## config.mk

```make
export PLATFORM = sky130hd
export DESIGN_NAME = lap_memory_ctrl
export DESIGN_NICKNAME = d
export VERILOG_FILES = /design/src/rtl/lap_memory_ctrl.sv
export SDC_FILE = /design/constraint.sdc
export NUM_CORES = 1
export LEC_CHECK = 0
export ABC_AREA = 1
export CORE_UTILIZATION = 40
export CTS_CLUSTER_DIAMETER = 150
export DETAILED_ROUTE_END_ITERATION = 8
export PLACE_DENSITY = 0.67
export SKIP_CTS_REPAIR_TIMING = 1
export SYNTH_ARGS = -nofsm -noshare
export SYNTH_HDL_FRONTEND = slang
export SYNTH_SLANG_ARGS = --single-unit
```

## constraint.sdc

```tcl
create_clock -name clk -period 2.1 [get_ports clk]
set_clock_uncertainty 0.2 [all_clocks]
set_input_delay 0.42 -clock clk [delete_from_list [all_inputs] [get_ports clk]]
set_output_delay 0.42 -clock clk [all_outputs]
set_load 0.02 [all_outputs]
```

## src/rtl/lap_memory_ctrl.sv

```systemverilog
// rtl/lap_memory_ctrl.sv - lap-time snapshot store and recall over a shared byte-wide memory
module lap_memory_ctrl #(
  parameter int         DEPTH     = 8,
  parameter logic [7:0] ADDR_BASE = 8'h10
) (
  input  logic        clk,
  input  logic        rst,
  input  logic        lap,
  input  logic        recall,
  input  logic        clear,
  input  logic [3:0]  sec1,
  input  logic [3:0]  sec2,
  input  logic [3:0]  min1,
  input  logic [3:0]  min2,
  output logic [7:0]  mem_address,
  output logic [7:0]  mem_data_write,
  output logic        mem_write,
  output logic        mem_read,
  input  logic [7:0]  mem_data_read,
  output logic        busy,
  output logic [4:0]  lap_count,
  output logic [15:0] recall_digits,
  output logic        recall_valid,
  output logic        overflow
);

  localparam int AW = $clog2(DEPTH);

  typedef enum logic [2:0] {IDLE, WR_LO, WR_HI, RD_LO, RD_HI, RD_DONE} state_t;

  state_t        state, state_n;
  logic [AW-1:0] wr_ptr, wr_ptr_n;
  logic [4:0]    rd_off, rd_off_n;
  logic [4:0]    count_n;
  logic          overflow_n;
  logic [15:0]   snap, snap_n;
  logic          pend, pend_n;
  logic [15:0]   pend_snap, pend_snap_n;
  logic [7:0]    rd_lo, rd_lo_n;
  logic [7:0]    address_n, data_write_n;
  logic          write_n, read_n;
  logic [15:0]   recall_digits_n;
  logic          recall_valid_n;

  logic [15:0]   digits;
  logic [7:0]    wr_addr;
  logic [4:0]    rd_sum;
  logic [AW-1:0] rd_idx;
  logic [7:0]    rd_addr;
  logic [4:0]    rd_off_inc;

  assign digits     = {min2, min1, sec2, sec1};
  assign wr_addr    = ADDR_BASE + 8'({wr_ptr, 1'b0});
  // Oldest stored entry sits lap_count slots behind the write pointer.
  assign rd_sum     = 5'(wr_ptr) - lap_count + rd_off;
  assign rd_idx     = rd_sum[AW-1:0];
  assign rd_addr    = ADDR_BASE + 8'({rd_idx, 1'b0});
  assign rd_off_inc = rd_off + 5'd1;

  // Next-state, bookkeeping and next registered output values.
  always_comb begin
    state_n         = state;
    wr_ptr_n        = wr_ptr;
    rd_off_n        = rd_off;
    count_n         = lap_count;
    overflow_n      = overflow;
    snap_n          = snap;
    pend_n          = pend;
    pend_snap_n     = pend_snap;
    rd_lo_n         = rd_lo;
    address_n       = 8'd0;
    data_write_n    = 8'd0;
    write_n         = 1'b0;
    read_n          = 1'b0;
    recall_digits_n = recall_digits;
    recall_valid_n  = 1'b0;

    case (state)
      IDLE: begin
        if (clear) begin
          wr_ptr_n   = '0;
          count_n    = 5'd0;
          rd_off_n   = 5'd0;
          overflow_n = 1'b0;
          pend_n     = 1'b0;
        end else if (pend) begin
          // A lap queued while busy goes first; a lap arriving now refills the slot.
          state_n      = WR_LO;
          snap_n       = pend_snap;
          address_n    = wr_addr;
          data_write_n = pend_snap[7:0];
          write_n      = 1'b1;
          pend_n       = lap;
          if (lap) pend_snap_n = digits;
        end else if (lap) begin
          state_n      = WR_LO;
          snap_n       = digits;
          address_n    = wr_addr;
          data_write_n = digits[7:0];
          write_n      = 1'b1;
        end else if (recall && lap_count != 5'd0) begin
          state_n   = RD_LO;
          address_n = rd_addr;
          read_n    = 1'b1;
        end
      end
      WR_LO: begin
        state_n      = WR_HI;
        address_n    = mem_address + 8'd1;
        data_write_n = snap[15:8];
        write_n      = 1'b1;
      end
      WR_HI: begin
        state_n  = IDLE;
        wr_ptr_n = wr_ptr + 1'b1;
        if (lap_count < 5'(DEPTH)) count_n = lap_count + 5'd1;
        else overflow_n = 1'b1;
      end
      RD_LO: begin
        state_n   = RD_HI;
        address_n = mem_address + 8'd1;
        read_n    = 1'b1;
      end
      RD_HI: begin
        // Low byte returns the cycle after its strobe.
        state_n = RD_DONE;
        rd_lo_n = mem_data_read;
      end
      RD_DONE: begin
        state_n         = IDLE;
        recall_digits_n = {mem_data_read, rd_lo};
        recall_valid_n  = 1'b1;
        rd_off_n        = (rd_off_inc >= lap_count) ? 5'd0 : rd_off_inc;
      end
      default: state_n = IDLE;
    endcase

    if (state != IDLE && lap && !pend) begin
      pend_n      = 1'b1;
      pend_snap_n = digits;
    end
  end

  // State, bookkeeping and registered outputs.
  always_ff @(posedge clk) begin
    if (rst) begin
      state          <= IDLE;
      wr_ptr         <= '0;
      rd_off         <= 5'd0;
      lap_count      <= 5'd0;
      overflow       <= 1'b0;
      snap           <= 16'd0;
      pend           <= 1'b0;
      pend_snap      <= 16'd0;
      rd_lo          <= 8'd0;
      mem_address    <= 8'd0;
      mem_data_write <= 8'd0;
      mem_write      <= 1'b0;
      mem_read       <= 1'b0;
      busy           <= 1'b0;
      recall_digits  <= 16'd0;
      recall_valid   <= 1'b0;
    end else begin
      state          <= state_n;
      wr_ptr         <= wr_ptr_n;
      rd_off         <= rd_off_n;
      lap_count      <= count_n;
      overflow       <= overflow_n;
      snap           <= snap_n;
      pend           <= pend_n;
      pend_snap      <= pend_snap_n;
      rd_lo          <= rd_lo_n;
      mem_address    <= address_n;
      mem_data_write <= data_write_n;
      mem_write      <= write_n;
      mem_read       <= read_n;
      busy           <= (state_n != IDLE);
      recall_digits  <= recall_digits_n;
      recall_valid   <= recall_valid_n;
    end
  end

endmodule

```

==> impl_metrics.tcl <==
set metrics [dict create \
    tightest_slew_ns 0.621 \
    dp_hpwl_microns 6490 \
    fin_ws_ns -0.0157 \
    clock_latency_ns 0.36 \
    syn2layout_area_growth_pct 34.4 \
    die_w_microns 98.4 \
    cts_max_path_buffers 2 \
    root_buffer "clkbuf_8" \
    core_sq_mm 0.00885 \
    path_max_fanout 5 \
    io_pins 71 \
    p_per_area_mw_per_mm2 695 \
    ys_types 25 \
    final_nets 636 \
    syn_nets 552 \
    synth_area_sq_mm 0.00372 \
    drive_above_1_share_pct 13.2 \
    crit_path_end_kind "flop" \
    syn_inst 509 \
    overflow 0 \
    synth_area_leader_cell "dfxtp_1" \
    relSlewSlack_pct 58.5 \
    ant_nets 0 \
    violations "design-rule violations, negative setup slack" \
    placedCellCount 688 \
    synth_top_area_share_pct 46.3 \
    vias 3519 \
    final-hold-violation-count 0 \
    syn_area_per_cell_sq_um 7.31 \
    fmax_ghz 0.473 \
    period_minus_slack_ns 2.12 \
    post_drt_wl_per_cell_microns 13.0 \
    routabilityCongestion 0.805 \
    totalPowerFinal_mw 3.47 \
    setup.worst_path.start_class "flop" \
    synth_area_leaders "dfxtp_1, a21oi_1, nand2_1, nor2_1, inv_1" \
    power.leakage_nw 2.02 \
    cts_sinks 86 \
    drtPass1Iterations 9 \
    cts-htree-levels 3 \
    cts_buffers 9 \
    rows 34 \
    synth_seq_cells 86 \
    arrival_ns 2.15 \
    clkSlewWorstSetupHoldPaths_ns 0.09 \
    wl_microns 9180 \
    die_height_microns 98.4 \
    fin_crit_sh_pct 101 \
    fin_cells 706 \
    drv_slew 0 \
    grt_setup_unrepaired "yes" \
    n_antenna_cell 0 \
    cp.required_ns 2.13 \
    first_global_vias 3340 \
    cts_tree "built" \
    routed_via_density 4.98 \
    hp-class "reg2reg" \
    drt-initial-drc-count 196 \
    ys_seq_area_share_pct 46.3 \
    grt_pass1_wl_microns 15000 \
    dieArea_sq_mm 0.00969 \
    start_util_pct 42.0 \
    grt_usage_pct 19.2 \
    setup_viol 4 \
    max_cap_viol_count 0 \
    status "finished, violations left" \
    ir_drop_v 0.000363 \
    fin_setup_tns_ns -0.0390 \
    port_buffers 70 \
    antenna_found_initial 0 \
    yosysWarningCount 0 \
    preCtsSetupSlack_ns -0.105 \
    drc_errors 3 \
    critPathKind "reg2reg" \
    grt_max_degree 42 \
]
==> critical path, cell delays in order, from the launching register on <==
cell and delay (ns):
dfxtp_4 0.40, ha_4 0.15, nand3_2 0.08, xor2_1 0.22, inv_1 0.11, ha_4 0.29
nand2_1 0.06, nor3_1 0.23, nor2_2 0.10, nand3_1 0.09, a21oi_2 0.06
==> report_power, final <==
group	total (mW)	switching, mW	internal, mW
clock	1.25	0.652	0.602
combinational	0.479	0.274	0.205
sequential	1.74	0.0421	1.70
total	3.47	0.968	2.50
==> synthesized netlist by cell type (all sizes together) <==
cell type,n
dfxtp,86
inv,57
xor2,3
nand3,27
nand4,2
a21oi,74
nand2,91
nor3,5
clkbuf,18
o211a,1
fa,2
a31oi,2
nor4,1
buf,4
ha,12
o21ai,50
nor2,69
nor3b,1
xnor2,3
o21a,1
==> path summary, 6_finish.rpt <==
path	end	from	depth (start not counted)	slack [ns]
worst min-delay path	pend_snap[9]$_SDFFE_PP0P_	pend_snap[9]$_SDFFE_PP0P_	2	0.25
worst max register to register	rd_off[2]$_SDFFE_PP0P_	rd_off[0]$_SDFFE_PP0P_	10	-0.02
worst min register to register	pend_snap[9]$_SDFFE_PP0P_	pend_snap[9]$_SDFFE_PP0P_	2	0.25
worst max-delay path	rd_off[2]$_SDFFE_PP0P_	rd_off[0]$_SDFFE_PP0P_	10	-0.02
==> logic make-up after synthesis <==
| kind of cell | after synthesis | share of synthesized area, % |
|---|---|---|
| xor gates and xnor gates | 6 | 1.41 |
| DFF | 86 | 46.3 |
| AOI/OAI and AO/OA | 128 | 17.5 |
| and+or+nand+nor | 196 | 21.6 |
| adders and majority gates | 14 | 5.11 |
| buffers and inverters | 79 | 8.11 |
==> area by class of cell <==
class	count	area (sq um)
inverter	57	216
fill	838	3850
clock buffer	10	138
timing repair buffer	95	906
multi-input combinational	344	1790
sequential	86	1740
clock inverter	6	73.8
tap	108	135
==> metal layers <==
layer,track usage (%),vias up,part of all wire [%]
li1,-,1823,-
met1,24.9,1591,48
met2,31.8,95,45
met3,5.53,10,5.8
met4,4.25,0,0.81
met5,0,-,0
==> registers in the layout, indices dropped and copies added, names as in the netlist <==
register	cells
wr_ptr	3
overflow	1
state	3
recall_digits	16
mem_data_write	8
busy	1
snap	8
rd_off	5
rd_lo	8
mem_write	1
lap_count	5
pend_snap	16
mem_address	8
mem_read	1
recall_valid	1
pend	1
==> placed cells by master, fill, tap and decap left out, types with 10 or more instances in the layout <==
master           count
a21oi_1             69
buf_4               24
clkbuf_8            10
clkdlybuf4s50_1     68
dfxtp_1             81
inv_1               45
inv_2               11
nand2_1             89
nand3_1             24
nor2_1              65
o21ai_0             34
o21ai_1             16
==> metrics by stage <==
step / hold WS [ns] / util (%) / area [sq um]
2_1_floorplan: 0.224 / - / 3730
3_3_place_gp: 0.231 / 52.7 / 4660
3_5_place_dp: 0.238 / 52.7 / 4660
4_1_cts: 0.251 / 55.0 / 4870
5_1_grt: 0.264 / 56.5 / 5000
6_report: 0.249 / 56.5 / 5000
Power figures use the tool's default switching activity.
==> RTL change, RTL diff (same flow settings) <==
`mem_data_write` no longer has a reset.
--- a/src/rtl/lap_memory_ctrl.sv
+++ b/src/rtl/lap_memory_ctrl.sv
@@ -154,7 +154,6 @@
       pend_snap      <= 16'd0;
       rd_lo          <= 8'd0;
       mem_address    <= 8'd0;
-      mem_data_write <= 8'd0;
       mem_write      <= 1'b0;
       mem_read       <= 1'b0;
       busy           <= 1'b0;
@@ -171,7 +170,6 @@
       pend_snap      <= pend_snap_n;
       rd_lo          <= rd_lo_n;
       mem_address    <= address_n;
-      mem_data_write <= data_write_n;
       mem_write      <= write_n;
       mem_read       <= read_n;
       busy           <= (state_n != IDLE);
@@ -180,5 +178,9 @@
     end
   end
 
+  always_ff @(posedge clk) begin
+    mem_data_write <= data_write_n;
+  end
+
 endmodule
 
Behaviour: not the same (Yosys sat finds a counterexample within 4 cycles, from zero or initial values and one cycle with rst high).
==> RTL change against the unedited design <==
  * Hold slack got worse by 0.00061 ns
  * Routed wire length fell by 5.2%
  * Count of clock-buffer cells in the layout rose by 2
  * Sequential power barely moved
  * Sequential cell count did not move
  * Core utilization fell by 1.2 points
  * Synthesized area rose by 0.81%
  * Highest routed layer unchanged
  * Non-clock buffer count fell by 11
  * Design area fell by 1.6%
  * Critical path depth rose by 3
  * Setup slack improved by 0.042 ns
  * Total power rose by 2.1%
  * Largest power group unchanged
==> RTL change: results (changes against the unedited design) <==
- Async S/R FF share, synth: 0% (unchanged)
- Reg2Reg Capture Point: rd_off[0]$_SDFFE_PP0P_ (was rd_off[2]$_SDFFE_PP0P_)
- CP max FO: 5 (unchanged)
- Yosys warning count: 0 (unchanged)
- H-tree depth: 3 (unchanged)
- Clk buf depth: 2 (unchanged)
- Reg2reg setup slack: 0.03 ns (was -0.02 ns)
- Leak: 1.98 nW (was 2.02 nW)
- Ant diodes: 0 (unchanged)
- Num CTS Buffers: 9 (unchanged)
- Largest net degree at the start of global routing: 56 (was 42)
- Cell family with most CP delay: simple AND/OR/NAND/NOR gates (unchanged)
- Clock Latency Late Sink: 0.35 ns
- First-pass GRT wire length: 14.3 mm (was 15.0 mm)
- Beginning of the worst hold path: pend_snap[9]$_SDFFE_PP0P_ (unchanged)
- Root Driver: clkbuf_8 (unchanged)
- Max IR drop VDD: 0.312 mV (was 0.363 mV)
- Post-DR wirelength/cell: 12.8 um (was 13.0 um)
- GPL Wtd Cong: 0.792 (was 0.805)
- Measured slew at the worst slew-check pin: 0.330 ns (was 0.621 ns)
- R2R Path Start: rd_off[0]$_SDFFE_PP0P_ (unchanged)
- Min-delay worst type: reg2reg (unchanged)
- Status: completed (was complete, but fails checks)
- Initial antenna violation count: 0 (unchanged)
- Input/output buffers: 70 (unchanged)
- Largest regs: pend_snap x16, recall_digits x16 (unchanged)
- Nets: 612 (was 636)
- Crit-path max cell delay: 0.39 ns
- Vias in the first global route: 3142 (was 3340)
- Sequential share of the synthesized area: 45.9% (was 46.3%)
- Remaining Overflow, GRT: 0 (unchanged)
- Cells on worst reg2reg path: 13 (was 10)
- Synth cell types: 31 (was 25)
- CP max-delay cell: dfxtp_4 (unchanged)
- Router iterations before antenna repair: 6 (was 9)
- Via count: 3407 (was 3519)
- Top cells by area, synth: dfxtp_1 46%, o21ai_0 7.3%, nor2_1 7.2%, nand2_1 6.3%, a21oi_1 5.7% (was dfxtp_1 46%, a21oi_1 10%, nand2_1 9.1%, nor2_1 6.7%, inv_1 4.9%)
- DP Wirelength: 6.11 mm (was 6.49 mm)
- Vias per cell: 5.00 (was 4.98)
- DRT iter0 DRCs: 170 (was 196)
- Syn_nets: 538 (was 552)
- Dpl cells: 665 (was 688)
- GR Util All Layers: 18.3% (was 19.2%)
- Most instantiated cells after synthesis: 86 x dfxtp_1, 72 x nor2_1, 63 x nand2_1, 55 x inv_1, 55 x o21ai_0 (was 90 x nand2_1, 86 x dfxtp_1, 74 x a21oi_1, 66 x nor2_1, 49 x inv_1)
- Hold EP: pend_snap[9]$_SDFFE_PP0P_ (unchanged)
- Layout cells sized above 1: 11.3% (was 13.2%)
- Max-slew violations: 0 (unchanged)
- Syn Inst Count: 495 (was 509)
- Clock-pin slew on the worst setup and hold paths: 0.08 ns
- Hold depth: 2 (unchanged)
RTL change: cells by family after synthesis:
logic type | synth area share [%]
flops | 45.9
xor+xnor | 0.935
mux | 2.14
compound gates | 16.1
fa+ha+maj | 5.07
simple gates | 20.5
buf+inv | 9.41
RTL change: worst max-delay path by stage:
stage / endpoint / slack [ns] / depth (start not counted) / start
finish: rd_off[0]$_SDFFE_PP0P_ / 0.03 / 13 / rd_off[0]$_SDFFE_PP0P_
global route: rd_off[0]$_SDFFE_PP0P_ / -0.04 / 13 / rd_off[0]$_SDFFE_PP0P_
CTS: rd_off[2]$_SDFFE_PP0P_ / -0.13 / 12 / rd_off[0]$_SDFFE_PP0P_
detailed placement: rd_off[2]$_SDFFE_PP0P_ / -0.10 / 12 / rd_off[0]$_SDFFE_PP0P_
global placement: rd_off[0]$_SDFFE_PP0P_ / 0.02 / 12 / rd_off[0]$_SDFFE_PP0P_
floorplan: mem_address[3]$_SDFF_PP0_ / 0.02 / 12 / lap_count[0]$_SDFFE_PP0P_
RTL change: area by class of cell:
class / count / area (um2)
Clock buffer: 12 / 155
Clock inverter: 4 / 77.6
Fill cell: 835 / 3970
Inverter: 64 / 240
Multi-Input combinational cell: 324 / 1740
Sequential cell: 86 / 1730
Tap cell: 108 / 135
Timing Repair Buffer: 84 / 836
RTL change: metal layers:
layer,routed length [um],up-vias,GRT usage [%]
met1,4010,1574,23.2
li1,-,1752,-
met5,0,-,0
met3,417,11,4.40
met4,117,0,7.46
met2,4150,70,29.9
RTL change: power breakdown:
group          switching [mW]  internal [mW]  leakage (nW)
Clock                   0.579          0.742         0.117
Combinational           0.271          0.210          1.16
Sequential             0.0390           1.70         0.702
RTL change: stage by stage:
stage          hold slack (ns)  worst slack, ns  area [um2]
2_1_floorplan            0.224           0.0178        3750
3_3_place_gp             0.230           0.0244        4600
6_report                 0.249           0.0263        4920
3_5_place_dp             0.237           -0.105        4600
5_1_grt                  0.266          -0.0427        4920
4_1_cts                  0.251           -0.132        4830
RTL change: worst reg2reg max path, cell delays in order (launching register included):
cell     delay, ns
dfxtp_4       0.39
ha_4          0.16
nand3_1       0.09
nand2_1       0.08
nand2_1       0.09
inv_1         0.10
ha_4          0.21
nand2_2       0.08
inv_1         0.04
nand2_1       0.05
nand2_1       0.08
nor2_4        0.16
nand3_1       0.09
a21oi_1       0.18
